`src/rtl/aes_req_arbiter.sv`:
```
// aes_req_arbiter: shares one AES encrypt pipe and its key expander between
// two requesters. Sequences key expansion, grants blocks round-robin, tags
// every in-flight block with its requester ID and steers pipe results back.
// Optional build macro: AES_ARB_STATS_EN adds grant/stall statistics counters.
//
// Handshake semantics: a requester raises reqN_valid with reqN_data and holds
// both until reqN_grant is seen high in the same cycle; that cycle's rising
// edge is the transfer. pipe_ready and xk_ready are one-cycle strobes with no
// back-pressure; pipe_valid and xk_valid are one-cycle strobes from the pipe
// and expander; rspN_valid is a one-cycle strobe qualifying rsp_data.
module aes_req_arbiter #(
    parameter int MAX_INFLIGHT = 16
) (
    input  logic         clk,
    input  logic         reset,
    input  logic         req0_valid,
    input  logic         req1_valid,
    input  logic [127:0] req0_data,
    input  logic [127:0] req1_data,
    output logic         req0_grant,
    output logic         req1_grant,
    output logic         rsp0_valid,
    output logic         rsp1_valid,
    output logic [127:0] rsp_data,
    input  logic         key_load,
    input  logic [255:0] key_in,
    output logic         key_busy,
    output logic         err,
    output logic         xk_ready,
    output logic [255:0] xk_key,
    input  logic         xk_valid,
    output logic         pipe_ready,
    output logic [127:0] pipe_data,
    input  logic         pipe_valid,
    input  logic [127:0] pipe_dout,
`ifdef AES_ARB_STATS_EN
    output logic [31:0]  stat_issued0,
    output logic [31:0]  stat_issued1,
    output logic [31:0]  stat_stall,
`endif
    output logic [2:0]   dbg_state
);

    localparam int AW = $clog2(MAX_INFLIGHT);
    localparam int CW = AW + 1;

    typedef enum logic [2:0] {
        ST_IDLE     = 3'd0,
        ST_KEY_REQ  = 3'd1,
        ST_KEY_WAIT = 3'd2,
        ST_RUN      = 3'd3,
        ST_DRAIN    = 3'd4
    } state_t;

    state_t         r_state;
    logic           r_xk_ready;
    logic [255:0]   r_xk_key;
    logic           r_prio1;       // 1: req1 wins a tie next time
    logic           r_pipe_ready;
    logic [127:0]   r_pipe_data;
    logic           r_tag_mem [MAX_INFLIGHT];
    logic [AW-1:0]  r_wr_ptr;
    logic [AW-1:0]  r_rd_ptr;
    logic [CW-1:0]  r_inflight;    // doubles as tag FIFO occupancy
    logic           r_rsp0_valid;
    logic           r_rsp1_valid;
    logic [127:0]   r_rsp_data;
    logic           r_err;

    logic           w_room;
    logic           w_can_grant;
    logic           w_grant0;
    logic           w_grant1;
    logic           w_push;
    logic           w_empty;
    logic           w_pop;
    logic           w_pop_id;

    // Grant decision: only in RUN, never on a key_load cycle, never when full.
    always_comb begin
        w_room      = r_inflight < CW'(MAX_INFLIGHT);
        w_can_grant = (r_state == ST_RUN) && !key_load && w_room;
        w_grant0    = w_can_grant && req0_valid && (!req1_valid || !r_prio1);
        w_grant1    = w_can_grant && req1_valid && (!req0_valid || r_prio1);
        w_push      = w_grant0 || w_grant1;
        w_empty     = (r_inflight == '0);
        w_pop       = pipe_valid && !w_empty;
        w_pop_id    = r_tag_mem[r_rd_ptr];
    end

    // Key sequencing FSM with registered expander strobe and captured key.
    always_ff @(posedge clk) begin
        if (reset) begin
            r_state    <= ST_IDLE;
            r_xk_ready <= 1'b0;
            r_xk_key   <= '0;
        end else begin
            r_xk_ready <= 1'b0;
            case (r_state)
                ST_IDLE: begin
                    if (key_load) begin
                        r_xk_key   <= key_in;
                        r_xk_ready <= 1'b1;
                        r_state    <= ST_KEY_REQ;
                    end
                end
                ST_KEY_REQ: begin
                    r_state <= ST_KEY_WAIT;
                end
                ST_KEY_WAIT: begin
                    if (xk_valid) begin
                        r_state <= ST_RUN;
                    end
                end
                ST_RUN: begin
                    if (key_load) begin
                        r_xk_key <= key_in;
                        r_state  <= ST_DRAIN;
                    end
                end
                ST_DRAIN: begin
                    // Old-key blocks must all leave the pipe before re-expansion.
                    if (w_empty) begin
                        r_xk_ready <= 1'b1;
                        r_state    <= ST_KEY_REQ;
                    end
                end
                default: begin
                    r_state <= ST_IDLE;
                end
            endcase
        end
    end

    // Issue path: forward the granted block and advance the round-robin pointer.
    always_ff @(posedge clk) begin
        if (reset) begin
            r_pipe_ready <= 1'b0;
            r_pipe_data  <= '0;
            r_prio1      <= 1'b0;
        end else begin
            r_pipe_ready <= w_push;
            if (w_push) begin
                r_pipe_data <= w_grant1 ? req1_data : req0_data;
                r_prio1     <= w_grant0;
            end
        end
    end

    // Tag storage: requester ID of each issued block, in issue order.
    always_ff @(posedge clk) begin
        if (w_push) begin
            r_tag_mem[r_wr_ptr] <= w_grant1;
        end
    end

    // Tag FIFO pointers and in-flight count; push and pop may coincide.
    always_ff @(posedge clk) begin
        if (reset) begin
            r_wr_ptr   <= '0;
            r_rd_ptr   <= '0;
            r_inflight <= '0;
        end else begin
            if (w_push) begin
                r_wr_ptr <= r_wr_ptr + AW'(1);
            end
            if (w_pop) begin
                r_rd_ptr <= r_rd_ptr + AW'(1);
            end
            case ({w_push, w_pop})
                2'b10:   r_inflight <= r_inflight + CW'(1);
                2'b01:   r_inflight <= r_inflight - CW'(1);
                default: r_inflight <= r_inflight;
            endcase
        end
    end

    // Return path: steer pipe output to the tagged requester; flag orphans.
    always_ff @(posedge clk) begin
        if (reset) begin
            r_rsp0_valid <= 1'b0;
            r_rsp1_valid <= 1'b0;
            r_rsp_data   <= '0;
            r_err        <= 1'b0;
        end else begin
            r_rsp0_valid <= w_pop && !w_pop_id;
            r_rsp1_valid <= w_pop && w_pop_id;
            if (w_pop) begin
                r_rsp_data <= pipe_dout;
            end
            if (pipe_valid && w_empty) begin
                r_err <= 1'b1;
            end
        end
    end

`ifdef AES_ARB_STATS_EN
    logic [31:0] r_stat_issued0;
    logic [31:0] r_stat_issued1;
    logic [31:0] r_stat_stall;

    // Free-running statistics; wrap naturally at 2^32.
    always_ff @(posedge clk) begin
        if (reset) begin
            r_stat_issued0 <= '0;
            r_stat_issued1 <= '0;
            r_stat_stall   <= '0;
        end else begin
            if (w_grant0) begin
                r_stat_issued0 <= r_stat_issued0 + 32'd1;
            end
            if (w_grant1) begin
                r_stat_issued1 <= r_stat_issued1 + 32'd1;
            end
            if ((r_state == ST_RUN) && (req0_valid || req1_valid) && !w_push) begin
                r_stat_stall <= r_stat_stall + 32'd1;
            end
        end
    end

    assign stat_issued0 = r_stat_issued0;
    assign stat_issued1 = r_stat_issued1;
    assign stat_stall   = r_stat_stall;
`endif

    assign req0_grant = w_grant0;
    assign req1_grant = w_grant1;
    assign rsp0_valid = r_rsp0_valid;
    assign rsp1_valid = r_rsp1_valid;
    assign rsp_data   = r_rsp_data;
    assign key_busy   = (r_state != ST_RUN);
    assign err        = r_err;
    assign xk_ready   = r_xk_ready;
    assign xk_key     = r_xk_key;
    assign pipe_ready = r_pipe_ready;
    assign pipe_data  = r_pipe_data;
    assign dbg_state  = r_state;

endmodule

```
`config.mk`:
```
export PLATFORM = sky130hd
export DESIGN_NAME = aes_req_arbiter
export DESIGN_NICKNAME = d
export VERILOG_FILES = /design/src/rtl/aes_req_arbiter.sv
export SDC_FILE = /design/constraint.sdc
export NUM_CORES = 1
export LEC_CHECK = 0
export ABC_AREA = 1
export ABC_CLOCK_PERIOD_IN_PS = 6300
export BUFFER_PORTS_ARGS = -buffer_cell sky130_fd_sc_hd__buf_4
export CAP_MARGIN = 0
export CORE_AREA = 5 5 446 448
export CTS_CLUSTER_DIAMETER = 30
export DETAILED_ROUTE_END_ITERATION = 10
export DIE_AREA = 0 0 451 453
export PLACE_DENSITY_LB_ADDON = 0.2
export SLEW_MARGIN = 10
export SYNTH_ARGS = -nofsm -noshare
export SYNTH_HDL_FRONTEND = slang
export SYNTH_SLANG_ARGS = --single-unit
```
`constraint.sdc`:
```
create_clock -name clk -period 6.3 [get_ports clk]
set_input_delay 0 -clock clk [delete_from_list [all_inputs] [get_ports clk]]
set_output_delay 0 -clock clk [all_outputs]
set_load 0.05 [all_outputs]
```
Word-level counts from Yosys, hierarchy flattened
Memory sizes are Yosys's and may differ from the RTL's. A register that Yosys moved wholly into a read port is not among the register bits.
Cells that the tools add are included.
{"block": "totals", "ff_bits": 534, "ram_bits": 16, "in_bits": 647, "output_inout_bits": 523, "wordCells": 69, "n_memories": 1}
{"block": "op_classes", "addsub": 4, "magnitude_cmp": 1, "n_eq_ne": 11, "n_mux": 14, "n_reduce_logical": 25}
{"name": "r_tag_mem", "depth": 16, "word_bits": 1, "read_ports": 1, "rd_clocked_by_memory_dff": 1, "wr": 1, "line": "61", "text": "logic r_tag_mem [MAX_INFLIGHT];"}
{"cell": "$mux W128", "n": 1}
{"cell": "$pmux W3 S5", "n": 1}
{"cell": "$mux W3", "n": 4}
{"cell": "$logic_and A1 B1 Y1", "n": 10}
{"cell": "$pmux W5 S2", "n": 1}
{"cell": "$add A4 B1 Y4 const B", "n": 2}
{"cell": "$mux W4", "n": 2}
{"cell": "$ne A2 B2 Y1 const B", "n": 4}
{"cell": "$eq A3 B2 Y1 const B", "n": 2}
{"cell": "$logic_not A1 Y1", "n": 6}
{"cell": "$add A5 B1 Y5 const B", "n": 1}
{"cell": "$logic_not A5 Y1", "n": 1}
{"cell": "$lt A5 B5 Y1 const B", "n": 1}
{"cell": "$sub A5 B1 Y5 const B", "n": 1}
{"cell": "$mux W1", "n": 4}
{"cell": "$reduce_and A4 Y1", "n": 1}
{"cell": "$eq A3 B1 Y1 const B", "n": 1}
{"cell": "$eq A3 B3 Y1 const B", "n": 1}
{"cell": "$logic_not A3 Y1", "n": 1}
{"cell": "$logic_or A1 B1 Y1", "n": 3}
{"cell": "$ne A3 B2 Y1 const B", "n": 1}
{"cell": "$eq A2 B1 Y1 const B", "n": 1}
{"cell": "$eq A2 B2 Y1 const B", "n": 1}
{"cell": "$pmux W1 S2", "n": 1}
{"cell": "3 further kinds", "n": 3}

Longest topological paths before layout
Gate-level depths: netlist of the first run.
{"block": "depth", "ltp_word": 8, "ltp_mapped": 20, "depth_no_buf": 18}

Worst setup path before layout of the first run
No wires, ideal clock.
{"block": "synth_path", "path_type": "register to register", "from": "register r_state[0], in the netlist dbg_state[0]", "to": "register r_inflight[4]", "setup_time_ns": 0.134, "arrival_ns": 2.787, "required_time_ns": 6.166, "setup_slack_ns": 3.379, "stages_incl_launch_ff": 19, "path_buffers": 2, "period_less_slack_ns": 2.921, "cell_sequence": "dfxtp_1 -> nand3_4 -> nor2_4 -> nand2_2 -> nand2_2 -> buf_6 -> inv_2 -> buf_2 -> ha_1 -> xor2_1 -> ha_1 -> inv_1 -> nand2_1 -> nand3_1 -> nand2_1 -> nand2_1 -> nand2_1 -> nand2_1 -> a21oi_1"}
{"block": "synth_between", "elab_chain_cells": 8, "word_cells_on_any_way": 12, "classes_between": "eq/ne: 3; mux: 1; reduce/logical: 8"}
{"item": "start, declared", "line": "55", "text": "state_t r_state;"}
{"item": "start signal, assigned", "line": "94", "text": "r_state <= ST_IDLE;"}
{"item": "start signal, assigned", "line": "104", "text": "r_state <= ST_KEY_REQ;"}
{"item": "start signal, assigned", "line": "108", "text": "r_state <= ST_KEY_WAIT;"}
{"item": "$eq A3 B2 Y1 (*)", "line": "82", "text": "w_can_grant = (r_state == ST_RUN) && !key_load && w_room;"}
{"item": "$logic_and A1 B1 Y1 (*) (2 in a row)", "line": "82"}
{"item": "$logic_and A1 B1 Y1 (on tied branches) (2 in a row)", "line": "83, 84"}
{"item": "$logic_or A1 B1 Y1 (*)", "line": "85", "text": "w_push = w_grant0 || w_grant1;"}
{"item": "$eq A2 B1 Y1 or $eq A2 B2 Y1 (tied branches)", "line": "170", "text": "case ({w_push, w_pop})"}
{"item": "$pmux W5 S2 or $reduce_bool A2 Y1 (tied branches)"}
{"item": "end signal, assigned", "line": "171", "text": "2'b10: r_inflight <= r_inflight + CW'(1);"}
{"item": "end signal, assigned", "line": "172", "text": "2'b01: r_inflight <= r_inflight - CW'(1);"}
{"item": "end signal, assigned", "line": "173", "text": "default: r_inflight <= r_inflight;"}
{"item": "end, declared", "line": "64", "text": "logic [CW-1:0] r_inflight;"}
Every way passes the cells marked *; elsewhere a longest branch is shown, timed or not.
A chain may end at the register's enable or synchronous reset.

Worst setup path after layout of the first run
{"block": "layout_path", "from": "register r_state[0], in the netlist dbg_state[0]", "to": "register r_pipe_data[88], in the netlist pipe_data[88]"}
{"block": "layout_between", "elab_chain_cells": 6, "word_cells_on_any_way": 9, "classes_between": "eq/ne: 1; mux: 1; reduce/logical: 7"}
{"item": "$eq A3 B2 Y1 (*)", "line": "82"}
{"item": "$logic_and A1 B1 Y1 (*) (2 in a row)", "line": "82"}
{"item": "$logic_and A1 B1 Y1 (on tied branches) (2 in a row)", "line": "84, 83"}
{"item": "$mux W128 or $logic_or A1 B1 Y1 (tied branches)", "line": "144, 85"}
{"item": "end signal, assigned", "line": "144", "text": "r_pipe_data <= w_grant1 ? req1_data : req0_data;"}
{"item": "end, declared", "line": "60", "text": "logic [127:0] r_pipe_data;"}
Marks and branches as above.

==> results of run 1 <==
==> per-layer routing <==
layer	routed length [um]	share of wire	global-route usage
met5	27	0.00020	0
met4	5510	0.040	0.0523
met3	10300	0.075	0.0421
met2	67300	0.49	0.221
met1	54800	0.40	0.146
==> stage by stage <==
step	hold WS (ns)	utilization	instance area, sq um	total power [mW]
after floorplan	0.124	-	21200	10.3
after global placement	0.217	0.167	32400	13.4
after detailed placement	0.224	0.167	32400	13.4
after CTS	0.00191	0.266	51700	24.6
after global routing	0.0350	0.266	51700	25.5
final	0.101	0.266	51700	24.3
==> placed cells by master (no fill, tap or decap), drive strengths merged <==
cell,n
dlygate4sd3,1217
buf,1183
nor2,916
dfxtp,538
o21ai,537
clkbuf,298
nand2,290
a21oi,143
clkinv,65
inv,44
nand3,24
edfxtp,16
bufinv,13
diode,9
ha,8
or2,7
clkinvlp,6
o211ai,5
xor2,4
a211oi,2
a21boi,1
nor3,1
xnor2,1
nand3b,1
nand4,1
==> registers in the layout, summed over array words and instances, names as in the netlist, named ones only <==
name        flops
dbg_state       3
pipe_ready      1
r_rd_ptr        4
r_prio1         1
xk_ready        1
rsp0_valid      1
err             1
xk_key        256
rsp1_valid      1
rsp_data      128
pipe_data     128
r_tag_mem      16
r_inflight      5
r_wr_ptr        4
==> critical path: cells and delay by family, from the launching register on <==
kind	cells	cell delay, ns
AND/OR/NAND/NOR	6	1.94
AO/OA/AOI/OAI	1	0.15
flip-flops	1	0.44
buffers and inverters	3	1.68
==> layout make-up <==
type / count / area share
sequential: 554 / 0.218
clock inverter: 91 / 0.0208
multi-input combinational: 1941 / 0.171
tap: 2542 / 0.0615
timing repair buffer: 2400 / 0.409
clock buffer: 298 / 0.117
inverter: 37 / 0.00307
antenna: 9 / 0.000436
==> cell usage after synthesis <==
| cell type | instances |
|---|---|
| o21ai_0 | 500 |
| a21oi_1 | 73 |
| nor2_4 | 1 |
| nor2_1 | 914 |
| clkbuf_2 | 1 |
| a211oi_1 | 2 |
| nand2_2 | 72 |
| inv_1 | 33 |
| buf_4 | 2 |
| buf_12 | 8 |
| buf_1 | 8 |
| inv_2 | 4 |
| or2_2 | 7 |
| xnor2_1 | 1 |
| nand3_4 | 1 |
| nand2_4 | 1 |
| o211ai_1 | 5 |
| edfxtp_1 | 16 |
| buf_6 | 4 |
| nand2_1 | 217 |
| o21ai_1 | 37 |
| nor2_2 | 1 |
| buf_2 | 66 |
| nand3b_1 | 1 |
| ha_1 | 8 |
| a21boi_0 | 1 |
| nor3_1 | 1 |
| a21oi_2 | 70 |
| nand3_1 | 23 |
| clkbuf_1 | 113 |
| dfxtp_1 | 538 |
| nand4_1 | 1 |
| xor2_1 | 4 |
==> cell families (layout without fill, tap and decap cells) <==
logic type / after synthesis / after routing / share of synthesized area
other: 0 / 9 / 0
flip-flops: 554 / 554 / 0.531
buffers and inverters: 239 / 2826 / 0.0542
AND/OR/NAND/NOR: 1240 / 1240 / 0.232
adder cells (fa/ha/maj): 8 / 8 / 0.00472
XOR/XNOR: 5 / 5 / 0.00207
AO/OA/AOI/OAI: 688 / 688 / 0.176
==> power groups by stage <==
| stage | sequential (mW) | combinational, mW | clock, mW |
|---|---|---|---|
| floorplan | 8.28 | 2.06 | 0 |
| global placement | 5.17 | 8.25 | 0 |
| detailed placement | 5.20 | 8.23 | 0 |
| CTS | 5.16 | 9.10 | 10.4 |
| global route | 5.28 | 9.60 | 10.6 |
| finish | 5.16 | 9.02 | 10.1 |
==> path summary, 6_finish.rpt <==
path | depth (start not counted) | to | slack [ns]
hold / removal | 4 | xk_key[178] | 0.10
setup reg to reg | 10 | pipe_data[88] | 1.67
hold reg to reg | 2 | r_prio1 | 0.47
setup / recovery | 10 | pipe_data[88] | 1.67
==> impl_metrics.env, run 1 <==
export IMPL_place_congestion=0.872
export IMPL_leakage_nw=22.8
export IMPL_p_int_mw=14.5
export IMPL_die_h_um=453
export IMPL_fp_row_count=162
export IMPL_cp_slowest_cell="nand2_8"
export IMPL_synth_top_cell_area_share=0.508
export IMPL_hp_class="in2reg"
export IMPL_synth_cell_type_count=33
export IMPL_yosysWarnings=0
export IMPL_power_frac_clock=0.416
export IMPL_io_buffers=1169
export IMPL_clk_latency_ns=0.80
export IMPL_setup_violations=0
export IMPL_timing_final_ws_setup_ns=1.67
export IMPL_synth_top_cells_by_area="dfxtp_1, nor2_1, o21ai_0"
export IMPL_grt_pass1_wl_um=197000
export IMPL_fin_cells=7872
export IMPL_grt_start_max_net_pins=171
export IMPL_path_cells="nand3_4 > nor2_4 > nand2_8 > nand2_8 > buf_12 > nand2_1 > a21oi_1 > dlygate4sd3_1 > nor2_1 > dlygate4sd3_1"
export IMPL_pwr_share_seq=0.213
export IMPL_nNetsFinal=5795
export IMPL_first_pass_iters=5
export IMPL_gr_usage_all_layers=0.128
export IMPL_ir_drop_uv=368
export IMPL_clockRootBuffer="clkbuf_16"
export IMPL_netlist_area_sq_um=21200
export IMPL_comb_power_share=0.371
export IMPL_status="finished clean"
export IMPL_setup_tns_final_ns=0
export IMPL_synthCells=2734
export IMPL_slew_violations=0
export IMPL_core_sq_um=194000
export IMPL_place_detailed_hpwl_um=95900
export IMPL_worstMarginPinSlew_ns=1.17
export IMPL_ys_ff_latch=554
export IMPL_fin_worst_skew_ns=0.0656
export IMPL_final_hold_viol_count=0
export IMPL_max_freq_mhz=216
export IMPL_crit_fanout=127
export IMPL_ctsResizeCount=0
export IMPL_routed_wl_um=138000
export IMPL_clk_pin_slew_ns=0.04
export IMPL_drt_iter0_drc=1623
export IMPL_switching_power_mw=9.73
export IMPL_pre_cts_ws_ns=2.10
export IMPL_start_util=0.109
export IMPL_min_delay_start="key_in[178]"
export IMPL_final_seq_area_sq_um=11300
export IMPL_cts_setup_buffers=0
export IMPL_cp_slowest_stage_delay_ns=0.91
export IMPL_ctsHoldBuffers=1217
export IMPL_area_delta_synth_final_pct=144
export IMPL_synthesis_nets=3389
export IMPL_vias_per_cell=3.63
export IMPL_wl_per_cell_um=17.5
export IMPL_cts_sinks=554
export IMPL_die_area_sq_um=204000
export IMPL_fillers=21001
export IMPL_grt_overflow_total=0
export IMPL_grt_pass1_vias=29957
export IMPL_layout_drive_gt1_share=0.318
export IMPL_endpoint_kind="flip-flop"
export IMPL_pin_count=1170
export IMPL_dp_cells=6257
export IMPL_required_ns=6.96
export IMPL_drc=0
export IMPL_p_per_area_nw_per_um2=469
export IMPL_cts_inserted_buffers=206
export IMPL_worstSetupPathType="reg2reg"
export IMPL_post_route_period_util=0.735
export IMPL_htreeDepth=4
export IMPL_critical_path_arrival_ns=5.29
export IMPL_fin_crit_ns=4.63
export IMPL_die_w_um=451
export IMPL_cts_tree="done"
export IMPL_multi_input_area_sq_um=8830
export IMPL_num_vias=28536
export IMPL_rsz0062_at_grt="no"
export IMPL_yosysSeqAreaShare=0.531
export IMPL_synth_avg_cell_area_sq_um=7.75
export IMPL_grt_antenna_before_repair=25
export IMPL_regToRegStartpoint="dbg_state[0]"
export IMPL_ant_nets=0
export IMPL_max_cap_viol_count=0
export IMPL_netSwitchingFraction=0.401
export IMPL_clockBufferDepth=3
export IMPL_crit_start="dbg_state[0]"
export IMPL_max_slew_margin=0.212
export IMPL_start_kind="flip-flop"
export IMPL_synth_largest_area_cell="dfxtp_1"
Power figures use the tool's default switching activity.
==> run 2: changes to the inputs <==
--- a/config.mk
+++ b/config.mk
@@ -6,13 +6,13 @@
 export NUM_CORES = 1
 export LEC_CHECK = 0
 export ABC_AREA = 1
-export ABC_CLOCK_PERIOD_IN_PS = 6300
+export ABC_CLOCK_PERIOD_IN_PS = 4750
 export BUFFER_PORTS_ARGS = -buffer_cell sky130_fd_sc_hd__buf_4
 export CAP_MARGIN = 0
-export CORE_AREA = 5 5 446 448
+export CORE_AREA = 5 5 448 450
 export CTS_CLUSTER_DIAMETER = 30
 export DETAILED_ROUTE_END_ITERATION = 10
-export DIE_AREA = 0 0 451 453
+export DIE_AREA = 0 0 453 455
 export PLACE_DENSITY_LB_ADDON = 0.2
 export SLEW_MARGIN = 10
 export SYNTH_ARGS = -nofsm -noshare
==> constraint.sdc (replaced) <==
create_clock -name clk -period 4.75 [get_ports clk]
set_input_delay 0 -clock clk [delete_from_list [all_inputs] [get_ports clk]]
set_output_delay 0 -clock clk [all_outputs]
set_load 0.05 [all_outputs]
==> impl_metrics.env, run 2 (same netlist as run 1, synthesis figures left out) <==
export IMPL_die_w_um=453
export IMPL_fin_worst_skew_ns=0.0314
export IMPL_pwr_share_seq=0.215
export IMPL_switching_power_mw=12.8
export IMPL_crit_fanout=59
export IMPL_cts_setup_buffers=0
export IMPL_core_sq_um=196000
export IMPL_grt_pass1_wl_um=194000
export IMPL_area_delta_synth_final_pct=144
export IMPL_leakage_nw=22.7
export IMPL_routed_wl_um=136000
export IMPL_wl_per_cell_um=17.1
export IMPL_hp_class="in2reg"
export IMPL_netSwitchingFraction=0.402
export IMPL_status="finished clean"
export IMPL_met3WireLength_um=10300
export IMPL_grt_antenna_before_repair=24
export IMPL_p_int_mw=19.1
export IMPL_max_freq_mhz=251
export IMPL_drt_iter0_drc=1437
export IMPL_clk_pin_slew_ns=0.04
export IMPL_ant_nets=0
export IMPL_vias_per_cell=3.56
export IMPL_finish_utilization=0.264
export IMPL_cts_tree="done"
export IMPL_pin_count=1170
export IMPL_rsz0062_at_grt="no"
export IMPL_met1_length_um=53500
export IMPL_max_cap_viol_count=0
export IMPL_largest_reg_flops=256
export IMPL_cts_inserted_buffers=209
export IMPL_final_cell_mix="dlygate4sd3_1, buf_4, nor2_1"
export IMPL_critical_path_arrival_ns=4.70
export IMPL_num_vias=28375
export IMPL_endpoint_kind="flip-flop"
export IMPL_fillers=21263
export IMPL_drc=0
export IMPL_clockRootBuffer="clkbuf_16"
export IMPL_clk_latency_ns=0.80
export IMPL_die_h_um=455
export IMPL_clockBufferDepth=3
export IMPL_htreeDepth=4
export IMPL_post_route_period_util=0.837
export IMPL_slew_violations=0
export IMPL_path_delay_family="buffers and inverters"
export IMPL_worstMarginPinSlew_ns=0.918
export IMPL_path_cells="nand3_4 > nor2_4 > nand2_8 > inv_4 > buf_4 > nand2_1 > nand2_2 > a21oi_2 > dlygate4sd3_1 > nor2_1 > dlygate4sd3_1"
export IMPL_routed_wl_met2_um=67400
export IMPL_gr_usage_all_layers=0.125
export IMPL_worstSetupPathType="reg2reg"
export IMPL_grt_pass1_vias=29922
export IMPL_final_common_cell="dlygate4sd3_1"
export IMPL_grt_start_max_net_pins=147
export IMPL_comb_power_share=0.371
export IMPL_fin_crit_ns=3.98
export IMPL_top_layer_used="met5"
export IMPL_max_slew_margin=0.388
export IMPL_power_frac_clock=0.414
export IMPL_io_buffers=1169
export IMPL_setup_violations=0
export IMPL_cp_slowest_cell="inv_4"
export IMPL_place_detailed_hpwl_um=95600
export IMPL_first_pass_iters=7
export IMPL_p_per_area_nw_per_um2=616
export IMPL_setup_tns_final_ns=0
export IMPL_ir_drop_uv=350
export IMPL_nNetsFinal=5799
export IMPL_crit_top_cell="dlygate4sd3_1"
export IMPL_start_util=0.108
export IMPL_cp_slowest_stage_delay_ns=0.66
export IMPL_cts_sinks=554
export IMPL_place_congestion=0.814
export IMPL_grt_overflow_total=0
export IMPL_die_area_sq_um=206000
export IMPL_worst_path_buf_inv=4
export IMPL_fp_row_count=163
export IMPL_layout_drive_gt1_share=0.318
export IMPL_start_kind="flip-flop"
export IMPL_final_hold_viol_count=0
export IMPL_required_ns=5.47
==> run 2: stage by stage <==
stage | setup slack, ns | power [mW] | cell area [sq um] | hold slack, ns | std cells
2_1_floorplan | 1.83 | 13.7 | 21200 | 0.124 | 2734
3_3_place_gp | 1.35 | 17.8 | 32600 | 0.216 | 6366
3_5_place_dp | 1.45 | 17.8 | 32600 | 0.224 | 6366
4_1_cts | 0.641 | 32.3 | 51700 | 0.0000608 | 7961
5_1_grt | 0.464 | 33.5 | 51800 | 0.0419 | 7968
6_report | 0.773 | 31.9 | 51800 | 0.0874 | 7973
==> run 2: area by class of cell <==
class / count / area [sq um] / share of cell area
flip-flops and latches: 554 / 11300 / 0.217
clock buffers: 311 / 6160 / 0.119
inverters: 37 / 161 / 0.00312
diodes: 12 / 30.0 / 0.000580
well taps: 2640 / 3300 / 0.0638
clock inverters: 77 / 877 / 0.0169
repair buffers: 2401 / 21200 / 0.409
multi-input cells: 1941 / 8830 / 0.171
==> run 2: power groups by stage <==
stage                     Clock (mW)  Sequential, mW  Combinational, mW
after CTS                       13.5            6.83               12.0
after global placement             0            6.85               11.0
after detailed placement           0            6.89               10.9
final                           13.2            6.84               11.8
after floorplan                    0            11.0               2.74
after global routing            13.8            7.00               12.6
==> run 2: final timing paths <==
kind | cells after the start | startpoint | to | slack [ns]
worst max-delay path | 11 | dbg_state[0] | pipe_data[7] | 0.77
worst min-delay path | 4 | pipe_dout[110] | rsp_data[110] | 0.09
worst max register to register | 11 | dbg_state[0] | pipe_data[7] | 0.77
worst min register to register | 2 | xk_key[42] | xk_key[42] | 0.48
==> run 2: worst reg2reg max path: cells and delay by family (launching register included) <==
kind	cells	cell delay (ns)
AO/OA/AOI/OAI	1	0.04
buffers and inverters	4	2.39
AND/OR/NAND/NOR	6	1.05
flip-flops	1	0.46
==> run 2: routing by layer <==
metal / global-route usage / up-vias
met5: 0 / -
met4: 0.0515 / 6
met2: 0.218 / 978
li1: - / 13785
met3: 0.0434 / 299
met1: 0.139 / 13307
==> run 2: what timing repair did <==
| action | 4_1_cts | 5_1_grt |
|---|---|---|
| hold endpoints to repair | 527 | 0 |
| hold buffers | 1207 | 0 |
| gates resized for setup | 0 | 0 |
